`src/rtl/alu_cmd_sequencer_if.sv`:
```
// Bundled command, ALU and response signals of the ALU command sequencer.
// The sequencer connects through slave; the command source, ALU and response sink through master.
interface alu_cmd_sequencer_if #(
    parameter int unsigned TAG_W = 4
);
    logic             cmd_valid;
    logic             cmd_ready;
    logic [31:0]      cmd_a;
    logic [31:0]      cmd_b;
    logic [2:0]       cmd_op;
    logic [TAG_W-1:0] cmd_tag;

    logic [31:0]      alu_a;
    logic [31:0]      alu_b;
    logic [2:0]       alu_opcode;
    logic             alu_enable;
    logic [31:0]      alu_result;
    logic             alu_ack;

    logic             res_valid;
    logic             res_ready;
    logic [31:0]      res_data;
    logic [TAG_W-1:0] res_tag;
    logic             res_err;
    logic             busy;

    modport slave (
        input  cmd_valid, cmd_a, cmd_b, cmd_op, cmd_tag,
        output cmd_ready,
        output alu_a, alu_b, alu_opcode, alu_enable,
        input  alu_result, alu_ack,
        output res_valid, res_data, res_tag, res_err,
        input  res_ready,
        output busy
    );

    modport master (
        output cmd_valid, cmd_a, cmd_b, cmd_op, cmd_tag,
        input  cmd_ready,
        input  alu_a, alu_b, alu_opcode, alu_enable,
        output alu_result, alu_ack,
        input  res_valid, res_data, res_tag, res_err,
        output res_ready,
        input  busy
    );
endinterface

```
`src/rtl/alu_cmd_sequencer.sv`:
```
// Queues tagged ALU commands, issues them one at a time to a combinational ALU
// and returns each result (or a timeout abort) with its tag on a valid/ready channel.
module alu_cmd_sequencer #(
    parameter int unsigned DEPTH   = 4,
    parameter int unsigned TAG_W   = 4,
    parameter int unsigned TIMEOUT = 8
) (
    input  logic                clk,
    input  logic                rst_n,
    alu_cmd_sequencer_if.slave  bus
);
    localparam int unsigned AW  = $clog2(DEPTH);
    localparam int unsigned CW  = $clog2(TIMEOUT + 1);
    localparam int unsigned DW  = 32;
    localparam int unsigned OPW = 3;

    typedef struct packed {
        logic [TAG_W-1:0] tag;
        logic [OPW-1:0]   op;
        logic [DW-1:0]    a;
        logic [DW-1:0]    b;
    } cmd_t;

    typedef enum logic [1:0] {IDLE, ISSUE, RESP} state_t;

    state_t           state_q, state_d;
    cmd_t             mem [DEPTH];
    cmd_t             cur_q;
    logic [AW-1:0]    wr_ptr, rd_ptr;
    logic [AW:0]      fifo_count;
    logic [CW-1:0]    cnt_q, cnt_d;
    logic             full, empty, push, pop, capture, abort;
    logic             res_valid_q, res_err_q;
    logic [DW-1:0]    res_data_q;
    logic [TAG_W-1:0] res_tag_q;

    assign full  = (fifo_count == (AW+1)'(DEPTH));
    assign empty = (fifo_count == '0);
    assign push  = bus.cmd_valid && !full;

    // Next-state and per-cycle control decode
    always_comb begin
        state_d = state_q;
        cnt_d   = cnt_q;
        pop     = 1'b0;
        capture = 1'b0;
        abort   = 1'b0;
        case (state_q)
            IDLE: begin
                if (!empty) begin
                    pop     = 1'b1;
                    cnt_d   = '0;
                    state_d = ISSUE;
                end
            end
            ISSUE: begin
                if (bus.alu_ack) begin
                    capture = 1'b1;
                    state_d = RESP;
                end else if (cnt_q == CW'(TIMEOUT - 1)) begin
                    abort   = 1'b1;
                    state_d = RESP;
                end else begin
                    cnt_d = cnt_q + CW'(1);
                end
            end
            RESP: begin
                if (res_valid_q && bus.res_ready) state_d = IDLE;
            end
            default: state_d = IDLE;
        endcase
    end

    always_ff @(posedge clk or negedge rst_n) begin
        if (!rst_n) begin
            state_q <= IDLE;
            cnt_q   <= '0;
        end else begin
            state_q <= state_d;
            cnt_q   <= cnt_d;
        end
    end

    // Storage array carries no reset; validity is tracked by the pointers
    always_ff @(posedge clk) begin
        if (push) mem[wr_ptr] <= '{tag: bus.cmd_tag, op: bus.cmd_op, a: bus.cmd_a, b: bus.cmd_b};
    end

    always_ff @(posedge clk or negedge rst_n) begin
        if (!rst_n) begin
            wr_ptr     <= '0;
            rd_ptr     <= '0;
            fifo_count <= '0;
        end else begin
            if (push) wr_ptr <= wr_ptr + AW'(1);
            if (pop)  rd_ptr <= rd_ptr + AW'(1);
            case ({push, pop})
                2'b10:   fifo_count <= fifo_count + (AW+1)'(1);
                2'b01:   fifo_count <= fifo_count - (AW+1)'(1);
                default: fifo_count <= fifo_count;
            endcase
        end
    end

    // In-flight command and response registers
    always_ff @(posedge clk or negedge rst_n) begin
        if (!rst_n) begin
            cur_q       <= '0;
            res_valid_q <= 1'b0;
            res_err_q   <= 1'b0;
            res_data_q  <= '0;
            res_tag_q   <= '0;
        end else begin
            if (pop) cur_q <= mem[rd_ptr];
            if (capture || abort) begin
                res_valid_q <= 1'b1;
                res_err_q   <= abort;
                res_data_q  <= capture ? bus.alu_result : '0;
                res_tag_q   <= cur_q.tag;
            end else if (res_valid_q && bus.res_ready) begin
                res_valid_q <= 1'b0;
            end
        end
    end

    assign bus.cmd_ready  = !full;
    assign bus.alu_a      = cur_q.a;
    assign bus.alu_b      = cur_q.b;
    assign bus.alu_opcode = cur_q.op;
    assign bus.alu_enable = (state_q == ISSUE);
    assign bus.res_valid  = res_valid_q;
    assign bus.res_data   = res_data_q;
    assign bus.res_tag    = res_tag_q;
    assign bus.res_err    = res_err_q;
    assign bus.busy       = !empty || (state_q != IDLE);
endmodule

```
`src/flat_wrapper.sv`:
```
// flat-port wrapper written by rule: the top's interface ports become plain ports
module alu_cmd_sequencer_flat 
#(
    parameter int unsigned DEPTH   = 4,
    parameter int unsigned TAG_W   = 4,
    parameter int unsigned TIMEOUT = 8
)
  (clk, rst_n, bus_cmd_valid, bus_cmd_a, bus_cmd_b, bus_cmd_op, bus_cmd_tag, bus_cmd_ready, bus_alu_a, bus_alu_b, bus_alu_opcode, bus_alu_enable, bus_alu_result, bus_alu_ack, bus_res_valid, bus_res_data, bus_res_tag, bus_res_err, bus_res_ready, bus_busy);
  alu_cmd_sequencer_if #(.TAG_W(TAG_W)) bus_i ();
  input  logic clk;
  input  logic rst_n;
  input wire logic [$bits(bus_i.cmd_valid)-1:0] bus_cmd_valid;
  input wire logic [$bits(bus_i.cmd_a)-1:0] bus_cmd_a;
  input wire logic [$bits(bus_i.cmd_b)-1:0] bus_cmd_b;
  input wire logic [$bits(bus_i.cmd_op)-1:0] bus_cmd_op;
  input wire logic [$bits(bus_i.cmd_tag)-1:0] bus_cmd_tag;
  output wire logic [$bits(bus_i.cmd_ready)-1:0] bus_cmd_ready;
  output wire logic [$bits(bus_i.alu_a)-1:0] bus_alu_a;
  output wire logic [$bits(bus_i.alu_b)-1:0] bus_alu_b;
  output wire logic [$bits(bus_i.alu_opcode)-1:0] bus_alu_opcode;
  output wire logic [$bits(bus_i.alu_enable)-1:0] bus_alu_enable;
  input wire logic [$bits(bus_i.alu_result)-1:0] bus_alu_result;
  input wire logic [$bits(bus_i.alu_ack)-1:0] bus_alu_ack;
  output wire logic [$bits(bus_i.res_valid)-1:0] bus_res_valid;
  output wire logic [$bits(bus_i.res_data)-1:0] bus_res_data;
  output wire logic [$bits(bus_i.res_tag)-1:0] bus_res_tag;
  output wire logic [$bits(bus_i.res_err)-1:0] bus_res_err;
  input wire logic [$bits(bus_i.res_ready)-1:0] bus_res_ready;
  output wire logic [$bits(bus_i.busy)-1:0] bus_busy;
  assign bus_i.cmd_valid = bus_cmd_valid;
  assign bus_i.cmd_a = bus_cmd_a;
  assign bus_i.cmd_b = bus_cmd_b;
  assign bus_i.cmd_op = bus_cmd_op;
  assign bus_i.cmd_tag = bus_cmd_tag;
  assign bus_cmd_ready = bus_i.cmd_ready;
  assign bus_alu_a = bus_i.alu_a;
  assign bus_alu_b = bus_i.alu_b;
  assign bus_alu_opcode = bus_i.alu_opcode;
  assign bus_alu_enable = bus_i.alu_enable;
  assign bus_i.alu_result = bus_alu_result;
  assign bus_i.alu_ack = bus_alu_ack;
  assign bus_res_valid = bus_i.res_valid;
  assign bus_res_data = bus_i.res_data;
  assign bus_res_tag = bus_i.res_tag;
  assign bus_res_err = bus_i.res_err;
  assign bus_i.res_ready = bus_res_ready;
  assign bus_busy = bus_i.busy;
  alu_cmd_sequencer #(.DEPTH(DEPTH), .TAG_W(TAG_W), .TIMEOUT(TIMEOUT)) u_core (.clk(clk), .rst_n(rst_n), .bus(bus_i));
endmodule
```
`config.mk`:
```
export PLATFORM = sky130hd
export DESIGN_NAME = alu_cmd_sequencer_flat
export DESIGN_NICKNAME = d
export VERILOG_FILES = /design/src/rtl/alu_cmd_sequencer_if.sv /design/src/rtl/alu_cmd_sequencer.sv /design/src/flat_wrapper.sv
export SDC_FILE = /design/constraint.sdc
export NUM_CORES = 1
export LEC_CHECK = 0
export ABC_AREA = 1
export BUFFER_PORTS_ARGS = -buffer_cell sky130_fd_sc_hd__buf_2
export CORE_MARGIN = 1.5
export CORE_UTILIZATION = 54
export CTS_BUF_LIST = sky130_fd_sc_hd__clkbuf_8
export DETAILED_ROUTE_END_ITERATION = 10
export PLACE_DENSITY = 0.78
export SYNTH_ARGS = -nofsm -noshare
export SYNTH_HDL_FRONTEND = slang
export SYNTH_SLANG_ARGS = --single-unit
```
`constraint.sdc`:
```
create_clock -name clk -period 4.15 [get_ports clk]
set_input_delay 0.83 -clock clk [delete_from_list [all_inputs] [get_ports clk]]
set_output_delay 0.83 -clock clk [all_outputs]
set_load 0.01 [all_outputs]
```
-- Word level (Yosys, flattened, before mapping)
Memories as Yosys holds them, arrays and structs flattened. A register that Yosys moved wholly into a read port is not among the register bits.
Cells that the tools add are included.
- equal/unequal tests: 11
- muxes and demuxes: 22
- add/subtract/negate cells: 5
- reductions and logical operators: 15
- operators by type and width (operator ; count):
    $mux 32 ; 1
    $mux 4 ; 3
    $mux 1 ; 11
    $mux 2 ; 4
    $pmux 4 s2 ; 1
    $reduce_bool 2->1 ; 4
    $ne 2x2->1 const B ; 3
    $pmux 2 s3 ; 1
    $pmux 3 s2 ; 1
    $add 2x1->2 const B ; 2
    $add 4x1->4 const B ; 1
    $eq 2x1->1 const B ; 2
    $eq 2x2->1 const B ; 2
    $eq 4x3->1 const B ; 1
    $reduce_and 4->1 ; 1
    $add 3x1->3 const B ; 1
    $eq 3x3->1 const B ; 1
    $logic_not 1->1 ; 3
    $logic_not 3->1 ; 1
    $ne 3x1->1 const B ; 1
    $reduce_and 3->1 ; 1
    $sub 3x1->3 const B ; 1
    $logic_and 1x1->1 ; 2
    $logic_not 2->1 ; 1
    2 further kinds ; 3
- bits in writable memories: 284
- output and inout port bits: 108
- logic and storage cells: 63
- register bits after elaboration: 51
- memories: 1
- input port bits: 108
- memory list (name ; depth ; bits a word ; read ports ; clocked after memory_dff ; write ports ; RTL line ; source):
    u_core.mem ; 4 ; 71 ; 1 ; 1 ; 1 ; alu_cmd_sequencer.sv:27 ; cmd_t mem [DEPTH];

-- Depth between registers and ports, before layout
Gate-level depths: netlist (run 1).
- word-level depth: 6
- gate-level depth with buffers: 12
- gate-level depth less buffers: 11

-- Least setup slack after synthesis (run 1)
No wires, ideal clock.
- path type: input port to flip-flop
- start: in bus_cmd_valid
- end: mem u_core.mem[0][0] (netlist bit) (enable)
- library setup time: 0.501 ns
- data arrival time: 3.979 ns
- data required time: 3.649 ns
- buffers on the path: 0
- slack: -0.330 ns
- stages on the path: 2
- path through: nand2_1 -> nor2_1
- word-level cells in the longest chain between the ends: 3
- RTL lines (element ; RTL line ; source):
    start, declared ; flat_wrapper.sv:12 ; input wire logic [$bits(bus_i.cmd_valid)-1:0] bus_cmd_valid;
    $logic_and 1x1->1 ; alu_cmd_sequencer.sv:39 ; assign push = bus.cmd_valid && !full;
    $mux 1 ; alu_cmd_sequencer.sv:86 ; if (push) mem[wr_ptr] <= '{tag: bus.cmd_tag, op: bus.cmd_op, a: bus.cmd_a, b: bus.cmd_b};
    $mux 1 (not written as such) ; alu_cmd_sequencer.sv:86 ;
    end, declared ; alu_cmd_sequencer.sv:27 ;
No other way between the ends.

==> results.toml, run 1 <==
[timing]
max_slew_margin_pct = 38.11
worst_pin_slew_ns = 0.9284
fin_crit_sh_pct = 57.82
rsz0062_at_grt = "no"
setup-tns-final_ns = 0
max_freq_mhz = 416.7
clock_skew_ns = 0.04219
drv_slew = 0
hold_violations = 0
finalSetupViolCount = 0
finalCriticalPeriod_ns = 2.400

[floorplanning]
dieArea_sq_um = 30990
die_x_um = 176.0
start_util_pct = 54.70
io_pins = 216
num_rows = 63
die_h_um = 176.0
coreArea_sq_um = 29560

[synth]
synth_area_leader_cell = "edfxtp_1"
synth.area.top_cells = "edfxtp_1 (53%), dfrtp_1 (19%), nand2_1 (15%)"
yosysUniqueCellTypes = 24
ys.warnings.count = 0
synth_seq_cells = 406
syn-num-nets = 1563
seq_area_frac_synth_pct = 71.63
syn-cell-area_sq_um = 16170
syn_area_per_cell_sq_um = 11.17
synth_top_area_share_pct = 52.75
netlist_instances = 1448

[worst_setup_path]
end_kind = "flip-flop"
crit_type = "reg2reg"
crit_fanout = 79
crit_chain = "buf_4, o21ai_0, o21ai_0, nand2_1, nand2_1"
path_buf_inv = 1
cpPeakStageDelay_ns = 0.87
rr_worst_depth = 5
cp_num_cells = 5
required_ns = 4.68
r2r_slack_ns = 1.75
worstPathArrival_ns = 2.93
rr_startpoint = "u_core.rd_ptr[0]"
crit_family = "flip-flops"
start_kind = "flip-flop"
r2r_end = "u_core.bus.alu_b[0]"
slowest_stage = "dfrtp_4"

[grt]
grt_overflow = 0
grtUsageMet2_pct = 36.55
grt_pass1_wl_um = 51920
use_met3_pct = 4.005
grt_max_degree = 98
grt_use_total_pct = 21.40
grt_pass1_vias = 10210
antenna_found_initial = 5
top_usage_layer = "met2"
use_met1_pct = 27.74

[place]
dp_hpwl_um = 18750
port_buffers = 215
post-place-cells = 1929
gp_congestion = 0.7391

[clock_tree]
post_cts_buffers = 0
clk_latency_ns = 0.60
cts.clk_slew.worst_paths_ns = 0.06
cts_tree = "done"
ctsResizeCount = 0
htreeDepth = 2
numCtsBuffers = 60
holdBufCountCts = 0
clock_sinks = 406
clockBufferDepth = 3
clk_root_buffer_cell = "clkbuf_8"

[power_and_ir_drop]
p_clk_share_pct = 25.0
p_sw_share_pct = 36.05
vdd_drop_max_v = 0.0003802
switchingPower_mw = 5.038
power_leakage_nw = 8.111
p_total_mw = 13.97
internal_power_mw = 8.936
powerDensity_nw_per_um2 = 759.2
p_seq_share_pct = 43.2
combinationalPowerShare_pct = 31.8

[layout]
fin_nets = 1716
fin_util_pct = 62.27
final_layout_size_suffix_gt1_share_pct = 20.02
final_common_cell = "nand2_1"
area_growth_syn_to_layout_pct = 13.84
layout_common_cells = "nand2_1 (627), edfxtp_1 (284), buf_2 (214), dfrtp_1 (120)"
fin_cells = 2045

[routing]
first_pass_iters = 5
drt_iter0_drc = 668
drc = 0
wl_um = 32740
viasPerCell = 5.081
vias = 10390
ant_nets = 0
wire_per_inst_um = 16.01

[hold_path]
min_path_type = "in2async"

[status]
status = "complete, no violations"

[job]
cap_viol_max_count = 0
[registers in the layout (all words and copies together), names as in the netlist]
name	cells
u_core.bus.res_err	1
u_core.cur_q	4
u_core.rd_ptr	2
u_core.mem	284
u_core.bus.alu_a	32
u_core.bus.res_tag	4
u_core.state_q	2
u_core.bus.res_data	32
u_core.bus.alu_opcode	3
u_core.bus.alu_b	32
u_core.wr_ptr	2
u_core.cnt_q	4
u_core.fifo_count	3
u_core.bus.res_valid	1
[cells by family (layout without fill, tap and decap cells)]
logic type | count (synthesis) | in the layout | share of synthesized area [%]
other | 0 | 2 | 0
adder cells (fa/ha/maj) | 7 | 7 | 0.5881
flip-flops | 406 | 406 | 71.63
AO/OA/AOI/OAI | 148 | 148 | 4.605
AND/OR/NAND/NOR | 726 | 726 | 16.98
buffers and inverters | 157 | 362 | 5.982
XOR/XNOR | 4 | 4 | 0.2167
[worst max path at each step]
stage / start / slack (ns) / end
2_1_floorplan: bus_cmd_valid / -0.33 / u_core.mem[0][0]
3_3_place_gp: bus_cmd_valid / 1.54 / u_core.mem[1][57]
3_5_place_dp: bus_cmd_valid / 1.49 / u_core.mem[0][54]
4_1_cts: u_core.rd_ptr[0] / 1.75 / u_core.bus.alu_a[3]
5_1_grt: u_core.rd_ptr[0] / 1.52 / u_core.bus.alu_b[0]
6_report: u_core.rd_ptr[0] / 1.75 / u_core.bus.alu_b[0]
[synth_stat cells, drive strengths merged]
cell,count
a211o,1
a21oi,2
buf,120
clkbuf,15
dfrtp,122
edfxtp,284
fa,1
ha,6
inv,22
nand2,630
nand3,8
nand4,1
nor2,87
o21ai,145
xnor2,1
xor2,3
[stage by stage]
stage / setup WS, ns / area [sq um] / hold slack (ns)
2_1_floorplan: -0.3297 / 16170 / 0.4492
5_1_grt: 1.521 / 18400 / 0.3944
3_3_place_gp: 1.539 / 17050 / 0.4483
3_5_place_dp: 1.492 / 17050 / 0.4538
4_1_cts: 1.753 / 18400 / 0.3540
6_report: 1.750 / 18410 / 0.3401
[power by group through the flow]
stage / Clock [mW] / Sequential, mW / Combinational (mW)
final: 3.49 / 6.03 / 4.45
after detailed placement: 0 / 6.11 / 4.51
after CTS: 3.57 / 6.04 / 4.54
after global routing: 3.75 / 6.15 / 5.09
after floorplan: 0 / 6.07 / 3.49
after global placement: 0 / 6.07 / 4.40
[cell type report]
type                    count  area (sq um)
repair buffers            226          1227
multi-input cells         885          3657
flip-flops and latches    406         11590
clock buffers              71         977.2
fillers                  2329         11150
inverters                  22         86.33
well taps                 390         488.0
diodes                      2         5.005
clock inverters            43         376.6
[routing by layer]
metal	vias up	share of wire (%)	routed length, um
li1	5015	-	-
met1	4945	42	13880
met2	354	48	15820
met3	70	6.7	2184
met4	6	2.5	813
met5	-	0.12	38
Note: power is estimated with default switching activity, not from simulation.
==> run 2: changes to the inputs <==
--- a/config.mk
+++ b/config.mk
@@ -5,13 +5,13 @@
 export SDC_FILE = /design/constraint.sdc
 export NUM_CORES = 1
 export LEC_CHECK = 0
-export ABC_AREA = 1
+export ABC_AREA = 0
 export BUFFER_PORTS_ARGS = -buffer_cell sky130_fd_sc_hd__buf_2
 export CORE_MARGIN = 1.5
 export CORE_UTILIZATION = 54
 export CTS_BUF_LIST = sky130_fd_sc_hd__clkbuf_8
 export DETAILED_ROUTE_END_ITERATION = 10
-export PLACE_DENSITY = 0.78
+export PLACE_DENSITY = 0.79
 export SYNTH_ARGS = -nofsm -noshare
 export SYNTH_HDL_FRONTEND = slang
 export SYNTH_SLANG_ARGS = --single-unit
==> constraint.sdc (replaced) <==
create_clock -name clk -period 2.1 [get_ports clk]
set_input_delay 0.42 -clock clk [delete_from_list [all_inputs] [get_ports clk]]
set_output_delay 0.42 -clock clk [all_outputs]
set_load 0.01 [all_outputs]
==> run 2 against run 1 <==
Highest routed layer unchanged. Clock skew decreased by 0.021 ns. Via count decreased by 28%. Largest cell class unchanged. Flip-flop and latch count unchanged. First-iteration DRC count decreased by 33%. Critical endpoint is now bus_cmd_ready.
==> results.toml, run 2 <==
[clock_tree]
cts_tree = "done"
clockBufferDepth = 3
clock_sinks = 406
cts.clk_slew.worst_paths_ns = 0.06
htreeDepth = 3
clk_root_buffer_cell = "clkbuf_8"
numCtsBuffers = 66
post_cts_buffers = 0
clk_latency_ns = 0.55

[synth]
ys.warnings.count = 0
syn-cell-area_sq_um = 15540
synth_area_leader_cell = "edfxtp_1"
ys.flop_type = "edfxtp_1"
synth-async-reset-ratio_pct = 30.05
netlist_instances = 747
syn_area_per_cell_sq_um = 20.80
seq_area_frac_synth_pct = 74.54
synth_top_area_share_pct = 54.89
yosysUniqueCellTypes = 42
yosys-top-cells-count = "edfxtp_1 (284), dfrtp_1 (122), buf_4 (74), mux2_2 (70), mux4_2 (68)"
synth-edff-count = 284
syn-num-nets = 862
synth_most_common_cell = "edfxtp_1"
synth.area.top_cells = "edfxtp_1 (55%), dfrtp_1 (20%), mux4_2 (9.9%)"
synth_seq_cells = 406

[worst_setup_path]
path_buf_inv = 2
crit_type = "reg2out"
crit_family = "flip-flops"
required_ns = 1.68
cpPeakStageDelay_ns = 0.38
rr_startpoint = "u_core.fifo_count[0]"
start_kind = "flip-flop"
end_kind = "output pin"
worstPathArrival_ns = 1.60
startpoint = "u_core.fifo_count[0]"
crit_chain = "or3b_4, buf_4, buf_2"
crit_fanout = 5
slowest_stage = "dfrtp_1"

[layout]
fin_nets = 1075
final_layout_size_suffix_gt1_share_pct = 48.56
layout_common_cells = "edfxtp_1 (284), buf_2 (214), dfrtp_1 (120), clkbuf_8 (77), mux2_2 (70)"
fin_cells = 1388
area_growth_syn_to_layout_pct = 16.43
final_common_cell = "edfxtp_1"
registers.top_by_ff_count = "u_core.mem"
largest_reg_flops = 284
fin_util_pct = 64.41

[timing]
hold_violations = 0
worst_pin_slew_ns = 0.6142
timing.hold.ws_ns = 0.07058
max_freq_mhz = 495.9
finalCriticalPeriod_ns = 2.017
max_slew_margin_pct = 59.05
setup_ws_ns = 0.08348
fin_crit_sh_pct = 96.02
drv_slew = 0
finalSetupViolCount = 0
clock_skew_ns = 0.02160

[floorplanning]
io_pins = 216
num_rows = 61
coreArea_sq_um = 28090
die_x_um = 172.6
dieArea_sq_um = 29800
die_h_um = 172.6
start_util_pct = 55.32

[place]
dp_hpwl_um = 16980
gp_congestion = 0.7686
place_ws_ns = 0.09402
port_buffers = 215
post-place-cells = 1269

[grt]
antenna_found_initial = 3
grt_use_total_pct = 19.34
grt_max_degree = 73
grt_pass1_wl_um = 44510
grt_overflow = 0
grt_pass1_vias = 8050

[power_and_ir_drop]
vdd_drop_max_v = 0.0008572
powerDensity_nw_per_um2 = 1487
p_total_mw = 26.89
power_leakage_nw = 7.017

[routing]
ant_nets = 0
drt_iter0_drc = 449
top_layer_used = "met5"
viasPerCell = 5.403
wl_um = 28020
wire_per_inst_um = 20.19
wl_met3_um = 1734
route.met2.wl_um = 13890
drt-met1-wl_um = 11870
vias = 7499
drc = 0
first_pass_iters = 4

[job]
cap_viol_max_count = 0

[hold_path]
min_path_type = "in2reg"
hp-start = "bus_res_ready"

[status]
status = "complete, no violations"
## run 2: layer usage
metal  up-vias  GRT usage, %
met5         -             0
met4         4         6.250
met3        45         4.639
met2       256         32.19
met1      3866         25.37
li1       3328             -
## run 2: layout make-up
class | count | area [sq um]
clock buffers | 77 | 1060
well taps | 378 | 473.0
fillers | 1979 | 9997
inverters | 10 | 37.54
multi-input cells | 232 | 3217
diodes | 1 | 2.502
clock inverters | 40 | 221.5
repair buffers | 244 | 1490
flip-flops and latches | 406 | 11590
## run 2: through the flow
stage               setup TNS (ns)  area, sq um
floorplan                        0        15550
global placement                 0        16780
detailed placement               0        16780
CTS                              0        18070
global route              -0.01463        18090
finish                           0        18090
## run 2: kinds of logic after synthesis
kind of cell / Yosys count / share of synthesized area, %
AOI/OAI and AO/OA: 43 / 2.271
xor gates and xnor gates: 6 / 0.3383
adders and majority gates: 7 / 0.6120
buffers and inverters: 109 / 5.081
DFF: 406 / 74.54
muxes: 148 / 16.08
and+or+nand+nor: 28 / 1.079
## run 2: what timing repair did
item,in CTS,in global routing
resized for setup,0,3
setup endpoints to repair,0,3
endpoints found under the hold margin,56,0
hold buffers,1,0
## run 2: worst reg2reg max path: stages, from the launching register on
cell     delay (ns)
dfrtp_1        0.35
buf_4          0.15
nor3_4         0.06
nor3_2         0.35
ha_4           0.22
inv_2          0.04
fa_2           0.33
xor2_1         0.14
nor2_1         0.11
xor2_1         0.15
## run 2: power breakdown
| group | switching, mW | total, mW | internal, mW |
|---|---|---|---|
| logic | 4.15 | 8.56 | 4.40 |
| registers | 0.843 | 11.9 | 11.0 |
| clock network | 2.87 | 6.45 | 3.58 |
| total | 7.86 | 26.9 | 19.0 |
## run 2: final timing paths
check / to / slack [ns] / cells after the start
max: bus_cmd_ready / 0.08 / 3
min: u_core.bus.res_valid / 0.07 / 2
max reg2reg: u_core.fifo_count[2] / 0.13 / 9
min reg2reg: u_core.bus.res_tag[3] / 0.49 / 1
max in group asynchronous: u_core.bus.alu_a[14] / 1.05 / 3
min in group asynchronous: u_core.bus.alu_b[5] / 0.44 / 2
==> run 3: changes to the inputs <==
--- a/config.mk
+++ b/config.mk
@@ -8,10 +8,9 @@
 export ABC_AREA = 0
 export BUFFER_PORTS_ARGS = -buffer_cell sky130_fd_sc_hd__buf_2
 export CORE_MARGIN = 1.5
-export CORE_UTILIZATION = 54
+export CORE_UTILIZATION = 36
 export CTS_BUF_LIST = sky130_fd_sc_hd__clkbuf_8
 export DETAILED_ROUTE_END_ITERATION = 10
-export PLACE_DENSITY = 0.79
 export SYNTH_ARGS = -nofsm -noshare
 export SYNTH_HDL_FRONTEND = slang
 export SYNTH_SLANG_ARGS = --single-unit
==> run 3 against run 2 <==
Routed wire length is 11% higher. Final area is 5.8% higher. Clock power is 5.7% higher. Hold slack worse by 0.0042 ns. Combinational power hardly changed. Die area is 49% higher. First-iteration DRC count is 3.1% higher. Setup slack better by 0.0055 ns.
==> results.toml, run 3 (synthesis results as in run 2) <==
[status]
status = "complete, no violations"

[worst_setup_path]
crit_fanout = 6
required_ns = 2.58
rr_startpoint = "u_core.fifo_count[1]"
startpoint = "u_core.fifo_count[1]"
worstPathArrival_ns = 2.49
crit_chain = "or3b_4, and2_4, inv_2, ha_4, inv_2, fa_2, xor2_1, nor2_1, xor2_1"
cpPeakStageDelay_ns = 0.44
r2r_slack_ns = 0.09
r2r_end = "u_core.fifo_count[2]"
crit_type = "reg2reg"
end_kind = "flip-flop"
slowest_stage = "or3b_4"
crit_end = "u_core.fifo_count[2]"
start_kind = "flip-flop"
rr_worst_depth = 9

[grt]
grt_use_total_pct = 14.31
grt_max_degree = 73
grt_pass1_wl_um = 47900
grt_overflow = 0
antenna_found_initial = 3
grt_pass1_vias = 8391

[clock_tree]
clk_root_buffer_cell = "clkbuf_8"
cts_tree = "done"
numCtsBuffers = 70
cts.clk_slew.worst_paths_ns = 0.06
clockBufferDepth = 3
htreeDepth = 3
clock_sinks = 406
clk_latency_ns = 0.60

[timing]
clock_skew_ns = 0.01483
max_slew_margin_pct = 59.97
rsz0062_at_grt = "yes"
setup-tns-final_ns = 0
hold_violations = 0
finalCriticalPeriod_ns = 2.011
fin_crit_sh_pct = 95.76
drv_slew = 0
max_freq_mhz = 497.3
worst_pin_slew_ns = 0.6004
finalSetupViolCount = 0

[routing]
wire_per_inst_um = 18.97
drc = 0
ant_nets = 0
viasPerCell = 4.745
drt_iter0_drc = 463
first_pass_iters = 4
wl_um = 31170
vias = 7796

[power_and_ir_drop]
internal_power_mw = 19.20
combinationalPowerShare_pct = 31.3
p_sw_share_pct = 29.94
p_seq_share_pct = 43.8
vdd_drop_max_v = 0.0006388
switchingPower_mw = 8.209
power_leakage_nw = 7.381
powerDensity_nw_per_um2 = 1432
p_clk_share_pct = 24.9

[place]
gp_congestion = 0.7033
dp_hpwl_um = 17830
dpl_cell_area_sq_um = 16910
port_buffers = 215

[layout]
fin_nets = 1157
largest_reg_flops = 284
finalInstanceArea_sq_um = 19140
final_layout_size_suffix_gt1_share_pct = 44.55
registers.top_by_ff_count = "u_core.mem"
final_common_cell = "edfxtp_1"
area_growth_syn_to_layout_pct = 23.18
layout_common_cells = "edfxtp_1 (284), buf_2 (212), dfrtp_1 (120), clkbuf_8 (83), dlygate4sd3_1 (83)"
fill_cells = 3658

[floorplanning]
die_h_um = 210.8
num_rows = 75
start_util_pct = 36.79
dieArea_sq_um = 44420
coreArea_sq_um = 42230
io_pins = 216
die_x_um = 210.8

[job]
cap_viol_max_count = 0

[hold_path]
min_path_type = "in2reg"
[run 3: stage by stage]
stage          utilization [%]  worst slack (ns)  hold WS (ns)  total power, mW  cells
2_1_floorplan                -           0.04489        0.1244            18.67    747
3_3_place_gp             40.04            0.1027        0.3831            20.61   1427
3_5_place_dp             40.04            0.1017        0.3800            20.78   1427
4_1_cts                  45.24           0.01424     0.0002727            27.90   1639
5_1_grt                  45.32          -0.01396       0.02275            29.01   1642
6_report                 45.32           0.08899       0.06643            27.41   1643
[run 3: what timing repair did]
action / CTS / global route
buffers inserted: 0 / 0
hold buffers: 83 / 0
endpoints found under the hold margin: 325 / 0
pin swaps: 0 / 4
setup endpoints to repair: 2 / 2
gates resized for setup: 2 / 5
[run 3: power groups by stage]
stage / sequential [mW] / clock [mW] / combinational [mW]
finish: 12.0 / 6.82 / 8.59
global route: 12.3 / 7.43 / 9.32
CTS: 12.0 / 7.08 / 8.79
detailed placement: 12.2 / 0 / 8.62
global placement: 12.1 / 0 / 8.53
floorplan: 12.0 / 0 / 6.66
[run 3: area by class of cell]
cell class / count / area [sq um] / share of cell area [%]
clock buffer: 83 / 1142 / 5.969
tap: 539 / 674.4 / 3.524
inverter: 10 / 37.54 / 0.1961
multi-input combinational: 232 / 3217 / 16.81
clock inverter: 47 / 222.7 / 1.164
timing repair buffer: 322 / 2247 / 11.74
antenna: 4 / 10.01 / 0.05230
sequential: 406 / 11590 / 60.55
[run 3: routing by layer]
metal / wire (um) / up-vias / GRT usage (%)
met3: 2096 / 50 / 4.282
li1: - / 3503 / -
met5: 0 / - / 0
met1: 13140 / 4009 / 17.51
met2: 15340 / 234 / 23.94
met4: 595 / 0 / 5.419
[run 3: worst max-delay path: cells and delay by family (launching register included)]
family,cells,cell delay [ns]
and+or+nand+nor,3,0.67
adders and majority gates,2,0.45
buffers and inverters,2,0.10
DFF,1,0.38
xor gates and xnor gates,2,0.29
[run 3: how the worst min path moves through the flow]
stage | depth (start not counted) | startpoint | slack (ns) | end
after floorplan | 0 | rst_n | 0.12 | u_core.bus.alu_a[0]
after global placement | 1 | rst_n | 0.38 | u_core.bus.alu_b[4]
after detailed placement | 1 | rst_n | 0.38 | u_core.bus.alu_b[4]
after CTS | 2 | bus_alu_result[29] | 0.0003 | u_core.bus.res_data[29]
after global routing | 2 | bus_alu_result[7] | 0.02 | u_core.bus.res_data[7]
final | 2 | bus_alu_result[22] | 0.07 | u_core.bus.res_data[22]
